`src/rtl/sorted_rle_pkg.sv`:
```
// Shared types for the sorted-stream run-length compressor.
package sorted_rle_pkg;

  // Default widths, matching the upstream sorter configuration.
  localparam int unsigned RLE_WIDTH = 16;
  localparam int unsigned RLE_CNT_W = 9;

  // Run-tracking states.
  typedef enum logic [1:0] {
    ST_EMPTY = 2'd0,  // no run open
    ST_RUN   = 2'd1,  // run open, accumulating equal values
    ST_FLUSH = 2'd2   // final run parked, waiting for the output register
  } rle_state_e;

  // One output beat at the default widths.
  typedef struct packed {
    logic [RLE_WIDTH-1:0] value;
    logic [RLE_CNT_W-1:0] count;
    logic                 last;
  } rle_beat_t;

endpackage

```
`src/rtl/rle_out_reg.sv`:
```
// Single-entry valid/ready holding register for the run output.
module rle_out_reg #(
  parameter int unsigned DATA_W = 8
) (
  input  logic              clk_i,
  input  logic              reset_ni,
  input  logic              load_i,
  input  logic [DATA_W-1:0] data_i,
  input  logic              ready_i,
  output logic              valid_o,
  output logic [DATA_W-1:0] data_o,
  output logic              free_o
);

  logic              valid_q, valid_d;
  logic [DATA_W-1:0] data_q, data_d;

  // Register can take a new beat when empty or being drained this cycle.
  assign free_o  = !valid_q || ready_i;
  assign valid_o = valid_q;
  assign data_o  = data_q;

  // Next-state: load wins over drain; data holds while stalled.
  always_comb begin
    valid_d = valid_q;
    data_d  = data_q;
    if (load_i) begin
      valid_d = 1'b1;
      data_d  = data_i;
    end else if (ready_i) begin
      valid_d = 1'b0;
    end
  end

  // Holding register flops; reset clears contents so outputs read zero.
  always_ff @(posedge clk_i or negedge reset_ni) begin
    if (!reset_ni) begin
      valid_q <= 1'b0;
      data_q  <= '0;
    end else begin
      valid_q <= valid_d;
      data_q  <= data_d;
    end
  end

endmodule

```
`src/rtl/sorted_rle.sv`:
```
// Run-length compressor for a sorted packet: one (value,count) beat per run.
module sorted_rle
  import sorted_rle_pkg::*;
#(
  parameter int unsigned WIDTH_P = 16,
  parameter int unsigned CNT_W_P = 9
) (
  input  logic               clk_i,
  input  logic               reset_ni,
  input  logic [WIDTH_P-1:0] s_tdata,
  input  logic               s_tvalid,
  output logic               s_tready,
  input  logic               s_tlast,
  output logic [WIDTH_P-1:0] m_tdata,
  output logic [CNT_W_P-1:0] m_tcount,
  output logic               m_tvalid,
  input  logic               m_tready,
  output logic               m_tlast,
  output logic               order_err_o,
  output logic               busy_o
);

  localparam int unsigned BEAT_W = WIDTH_P + CNT_W_P + 1;
  localparam logic [CNT_W_P-1:0] CNT_ONE = CNT_W_P'(1);
  localparam logic [CNT_W_P-1:0] CNT_MAX = '1;

  rle_state_e         state_q, state_d;
  logic [WIDTH_P-1:0] val_q, val_d;
  logic [CNT_W_P-1:0] cnt_q, cnt_d;
  logic [WIDTH_P-1:0] pend_q, pend_d;
  logic               order_err_q, order_err_d;

  logic               out_load;
  logic [BEAT_W-1:0]  out_data_in;
  logic [BEAT_W-1:0]  out_data;
  logic               out_free;
  logic               accept;
  logic               same_run;

  assign s_tready = (state_q != ST_FLUSH) && out_free;
  assign accept   = s_tvalid && s_tready;
  // A beat extends the run only if equal and the count has headroom.
  assign same_run = (s_tdata == val_q) && (cnt_q != CNT_MAX);

  // Run tracking: decide the next run state and what to push to the output.
  always_comb begin
    state_d     = state_q;
    val_d       = val_q;
    cnt_d       = cnt_q;
    pend_d      = pend_q;
    order_err_d = order_err_q;
    out_load    = 1'b0;
    out_data_in = '0;
    case (state_q)
      ST_EMPTY: begin
        if (accept) begin
          if (s_tlast) begin
            out_load    = 1'b1;
            out_data_in = {1'b1, CNT_ONE, s_tdata};
          end else begin
            val_d   = s_tdata;
            cnt_d   = CNT_ONE;
            state_d = ST_RUN;
          end
        end
      end
      ST_RUN: begin
        if (accept) begin
          if (same_run) begin
            if (s_tlast) begin
              out_load    = 1'b1;
              out_data_in = {1'b1, cnt_q + CNT_ONE, val_q};
              state_d     = ST_EMPTY;
            end else begin
              cnt_d = cnt_q + CNT_ONE;
            end
          end else begin
            // Close the current run; a smaller value is still taken as a new run.
            if (s_tdata < val_q) order_err_d = 1'b1;
            out_load    = 1'b1;
            out_data_in = {1'b0, cnt_q, val_q};
            if (s_tlast) begin
              pend_d  = s_tdata;
              state_d = ST_FLUSH;
            end else begin
              val_d = s_tdata;
              cnt_d = CNT_ONE;
            end
          end
        end
      end
      ST_FLUSH: begin
        if (out_free) begin
          out_load    = 1'b1;
          out_data_in = {1'b1, CNT_ONE, pend_q};
          state_d     = ST_EMPTY;
        end
      end
      default: state_d = ST_EMPTY;
    endcase
  end

  // Run state, pending-final value and sticky order error.
  always_ff @(posedge clk_i or negedge reset_ni) begin
    if (!reset_ni) begin
      state_q     <= ST_EMPTY;
      val_q       <= '0;
      cnt_q       <= '0;
      pend_q      <= '0;
      order_err_q <= 1'b0;
    end else begin
      state_q     <= state_d;
      val_q       <= val_d;
      cnt_q       <= cnt_d;
      pend_q      <= pend_d;
      order_err_q <= order_err_d;
    end
  end

  rle_out_reg #(
    .DATA_W (BEAT_W)
  ) u_out_reg (
    .clk_i    (clk_i),
    .reset_ni (reset_ni),
    .load_i   (out_load),
    .data_i   (out_data_in),
    .ready_i  (m_tready),
    .valid_o  (m_tvalid),
    .data_o   (out_data),
    .free_o   (out_free)
  );

  assign m_tdata     = out_data[WIDTH_P-1:0];
  assign m_tcount    = out_data[WIDTH_P +: CNT_W_P];
  assign m_tlast     = out_data[BEAT_W-1];
  assign order_err_o = order_err_q;
  assign busy_o      = (state_q != ST_EMPTY) || m_tvalid;

endmodule

```
`config.mk`:
```
export PLATFORM = sky130hd
export DESIGN_NAME = sorted_rle
export DESIGN_NICKNAME = d
export VERILOG_FILES = /design/src/rtl/sorted_rle_pkg.sv /design/src/rtl/rle_out_reg.sv /design/src/rtl/sorted_rle.sv
export SDC_FILE = /design/constraint.sdc
export NUM_CORES = 1
export LEC_CHECK = 0
export ABC_AREA = 1
export BUFFER_PORTS_ARGS = -buffer_cell sky130_fd_sc_hd__buf_4
export CAP_MARGIN = 10
export CORE_MARGIN = 2
export CORE_UTILIZATION = 50
export DETAILED_ROUTE_END_ITERATION = 16
export GPL_TIMING_DRIVEN = 0
export PLACE_DENSITY_LB_ADDON = 0.25
export SLEW_MARGIN = 20
export SYNTH_ARGS = -nofsm -noshare
export SYNTH_HDL_FRONTEND = slang
export SYNTH_SLANG_ARGS = --single-unit
```
`constraint.sdc`:
```
create_clock -name clk_i -period 2.8 [get_ports clk_i]
set_clock_uncertainty 0.1 [all_clocks]
set_input_delay 0.56 -clock clk_i [delete_from_list [all_inputs] [get_ports clk_i]]
set_output_delay 0.56 -clock clk_i [all_outputs]
set_load 0.01 [all_outputs]
```
Yosys cells after proc, flatten, opt, wreduce, memory -nomap -nowiden. Index checks and enable logic that the tools add are counted.

Add/sub/neg operators: 1. $lt $le $gt $ge: 1. Bitwise logic cells: 1. Reduce and logical (&&, ||, !) cells: 15. Mux-type cells: 34. Eq/ne operators: 12.

Operators with widths (count): 26-bit 2-to-1 mux (6); 26-bit one-hot mux with 3 select lines (1); 16-bit 2-to-1 mux (4); 9-bit 2-to-1 mux (5); 16-bit one-hot mux with 2 select lines (1); 9-bit one-hot mux with 2 select lines (1); 16-bit equality test (1); 16-bit less-than comparator (1); 4-bit AND reduction (4); 2-bit 2-to-1 mux (7); 2-bit != test (second input constant) (7); 9-bit by 1-bit adder with 9-bit output (second input constant) (1); 9-bit != test (second input constant) (1); 1-bit 2-to-1 mux (7); 2-bit one-hot mux with 3 select lines (1); 2-bit nonzero test (3); 5-bit AND reduction (1); 1-bit logical AND (3); 3-bit != test (second input constant) (1); 1-bit one-hot mux with 3 select lines (1); 2-bit by 1-bit equality test with 1-bit output (second input constant) (1); 2-bit equality test (second input constant) (1); 2-bit zero test (1); 1-bit logical OR (2); 2 further kinds (2).

Bits in registers: 71. Input port bits: 21. Output and inout port bits: 30.

Depth between registers and ports, before layout.
Depth after elaboration: 7. Gate-level depth with buffers: 16. Mapped depth without buffers: 15.

Cells and area by module. A second synthesis with hierarchy kept.

Cells, all modules: 555. Area total of the unflattened synthesis: 4195.3 sq um.

Modules (own cells, without submodules): sorted_rle (cells each 441, instances 1, area an instance 3135.5 sq um); rle_out_reg (cells each 114, instances 1, area an instance 1059.8 sq um).

Worst setup path after synthesis. OpenSTA, ideal clock, no wires.

Path type: flip-flop to flip-flop. From: reg cnt_q[0]. To: reg u_out_reg.data_q[10] (netlist: u_out_reg.data_o[10]). Setup time: 119 ps. Slack: 773 ps. Period minus slack after synthesis: 2027 ps. Path buffers: 1. Arrival time: 1808 ps. Cell stages (with the launch flop): 14. Cells stage by stage: dfrtp_1 > ha_1 > nand2_1 > nor2_1 > nand3_1 > nor2_1 > ha_1 > inv_1 > nand3_2 > nor2_8 > nand2_4 > buf_6 > a21oi_1 > nand2_1.

Cells in the longest elaborated chain, start to end: 5. Elaborated cells between the ends (all ways): 8. Those cells by class: eq/ne: 1; mux: 6; reduce/logical: 1.

RTL lines: start: declaration (line sorted_rle.sv:29) `logic [CNT_W_P-1:0] cnt_q, cnt_d;`; start signal: assignment (line sorted_rle.sv:114) `cnt_q <= cnt_d;`; 9-bit != test (*) (line sorted_rle.sv:43) `assign same_run = (s_tdata == val_q) && (cnt_q != CNT_MAX);`; 1-bit logical AND (*) (line sorted_rle.sv:43); 26-bit 2-to-1 mux or 1-bit 2-to-1 mux (tied branches) (line sorted_rle.sv:69) `if (same_run) begin`; 26-bit 2-to-1 mux or 1-bit 2-to-1 mux (tied branches) (line sorted_rle.sv:68) `if (accept) begin`; 26-bit one-hot mux with 3 select lines or 1-bit one-hot mux with 3 select lines (tied branches) (line sorted_rle.sv:54) `case (state_q)`; end signal: assignment (line rle_out_reg.sv:42) `data_q <= data_d;`; end: declaration (line rle_out_reg.sv:16) `logic [DATA_W-1:0] data_q, data_d;`.

Every way passes the cells marked *; elsewhere a longest branch is shown, timed or not. A chain may end at the register's enable or synchronous reset.

Worst setup path after layout.
From: reg cnt_q[0]. To: reg u_out_reg.data_q[15] (netlist: u_out_reg.data_o[15]).

Same word-level chain as after synthesis.

==> metrics.txt <==
DP Area=around 0.0046 mm²; post-cts sizing count=0; drt drc=0; status=complete, no violations; DR vias/cell=approximately 5.3; crit path kind=register to register; endpoints failing hold=0; GPL Wtd Cong=~0.94; die area=~0.0090 mm²; layout net count=596; vias=around 3.5k; hold slack=about 0.23 ns; Synth top area share=0.428; Core Box Area=0.00813 mm²; gr usage total=0.240; FMAX=slightly above 0.4 GHz; slew margin rel.=0.395; layout cells sized above 1=0.253; top-count cell post-synth=nand2_1; vias in the first global route=3432; setup tns final=0 ns; Worst Setup End Kind=register; Final period util=0.865; post-CTS setup buffers=0; TritonCTS clock tree=yes; # clock sinks=just over 70; RSZ-0062 raised after global routing=no; TritonCTS buffer count=9; final core utilization=0.601; arrival time of the worst setup path=roughly 2.6 ns; initial antenna violation count=0; Post-CTS Hold Buffers=0; post-synthesis sequential area ratio=0.428; starting density of the core=0.510; crit start category=register; pin count of the biggest net entering global routing=between 70 and 80; warnings from Yosys=0; Final setup viols=0; Detailed Route Iter0 Violations=about 170; Avg Cell Area, Syn=about 8.4 µm²; Die Y-Extent=95.1 µm; Worst VDD drop=around 380 µV; Top FF cell, synth=dfrtp_1; die width=between 90 and 100 µm; first-pass GRT wire length=between 15 and 20 mm; Yosys top cell by area=dfrtp_1; Pint=2.40 mW; final instance area=0.00489 mm²; Synth-to-Final Area Change=17.8%; Max FO, Critical Path=10; WP data required=a little under 3 ns; Congestion Overflow GR=0; wire per inst=14.6 µm; antenna viol nets, final=0; hpwl dp=a little over 7 mm; Final min period=2.42 ns; Slew @ Worst Pin=0.907 ns; Clock Path Buffers=2; register area=between 0.0015 and 0.002 mm²; sequential fraction of design power=0.409; Hold WC Path Type=input port to asynchronous set/reset pin; Clk network pwr share=0.268; placed insts=651; Sw Share=0.337; Tot Pwr=approximately 3.6 mW; Initial DRT Pass Iterations=5; I/O Buffers=~50; CTS root buffer=clkbuf_8; Yosys reg bits=71; worst-skew pair later-pin latency=approximately 0.35 ns; setup slack after layout=between 0.3 and 0.4 ns; Net Switching=roughly 1.2 mW; area of the multi-input gates=between 0.0015 and 0.002 mm²; R2R Path Start=cnt_q[0]$_DFFE_PN0P_; Logic pwr share=0.322; num rows=33; CTS H-tree lvls=3; final std cells w/o fill=667; Post-synth top cells=nand2_1 (132), dfrtp_1 (71), inv_1 (52); n_diodes=0; drt total wl=a little under 10 mm; number of synthesized flops with an enable pin=0; Clock transition at path regs=~0.070 ns; max-slew violation count=0; Placement Setup Slack=0.389 ns; Fillers=~710; Boundary Pins=roughly 50; Netlist cell types=30; Power Dens Cells=~740 mW/mm²; P_leak=2.52 nW; Post-synth ARST share=1.00; max cap viols=0; Syn Inst Count=497; Worst Setup SP=cnt_q[0]$_DFFE_PN0P_; syn nets=around 540; synthesized area=between 0.004 and 0.005 mm²; cells taking the most area after synthesis=dfrtp_1 (43%), nand2_1 (12%), ha_1 (5.4%)
## cells in the final DEF (no fill, tap or decap), drive strengths merged
master / Yosys / routed
a21oi: 24 / 24
buf: 16 / 65
bufinv: 0 / 2
clkbuf: 0 / 12
clkinv: 0 / 1
clkinvlp: 0 / 1
dfrtp: 71 / 71
ha: 18 / 18
inv: 62 / 62
nand2: 147 / 147
nand3: 45 / 45
nand4: 5 / 5
nor2: 35 / 35
nor3: 3 / 3
o21ai: 68 / 68
o22ai: 2 / 2
xnor2: 1 / 1
## kinds of logic (layout without fill, tap and decap cells)
family	count (synthesis)	after routing	share of synthesized area
adder cells (fa/ha/maj)	18	18	0.0543
buffers and inverters	78	143	0.0965
AND/OR/NAND/NOR	235	235	0.291
flip-flops	71	71	0.428
AO/OA/AOI/OAI	94	94	0.128
XOR/XNOR	1	1	0.00211
## power groups by stage
stage | Sequential (mW) | Combinational (mW) | Clock, mW
after floorplan | 1.54 | 0.707 | 0
after global placement | 1.49 | 1.15 | 0
after detailed placement | 1.50 | 1.18 | 0
after CTS | 1.49 | 1.18 | 0.994
after global routing | 1.52 | 1.32 | 1.04
final | 1.48 | 1.17 | 0.973
## worst paths after layout
check,end,slack [ns],cells after the start
worst max-delay path,u_out_reg.data_o[15]$_DFFE_PN0P_,0.38,13
worst min register to register,order_err_o$_DFFE_PN0P_,0.37,2
min in group clk_i,order_err_o$_DFFE_PN0P_,0.37,2
max in group asynchronous,u_out_reg.data_o[3]$_DFFE_PN0P_,1.77,1
worst max register to register,u_out_reg.data_o[15]$_DFFE_PN0P_,0.38,13
worst min-delay path,u_out_reg.data_o[2]$_DFFE_PN0P_,0.23,1
## state kept, by name, indices dropped and copies added, names as in the netlist
signal	count
u_out_reg.data_o	26
pend_q	16
val_q	16
cnt_q	9
state_q	2
order_err_o	1
u_out_reg.valid_o	1
## worst max-delay path: stages (launching register included)
cell	delay, ns
dfrtp_1	0.42
ha_1	0.25
nand2_1	0.10
nor2_1	0.07
nand3_1	0.09
nor2_1	0.07
ha_1	0.17
inv_1	0.11
nand3_2	0.13
nor2_8	0.19
nand2_4	0.12
buf_6	0.17
a21oi_1	0.24
nand2_1	0.08
## routing by layer
layer / up-vias / track usage / wire, µm
met4: 0 / 0.0713 / 143
met3: 14 / 0.0474 / 501
met1: 1664 / 0.312 / 4380
met2: 105 / 0.404 / 4680
li1: 1730 / - / -
met5: - / 0 / 0
## final cells by class
type / instances / area share
well taps: 105 / 0.0269
repair buffers: 49 / 0.0752
multi-input cells: 348 / 0.403
plain buffers: 16 / 0.0322
clock inverters: 4 / 0.0156
inverters: 62 / 0.0496
clock buffers: 12 / 0.0338
flip-flops and latches: 71 / 0.363
Note: power is estimated with default switching activity, not from simulation.
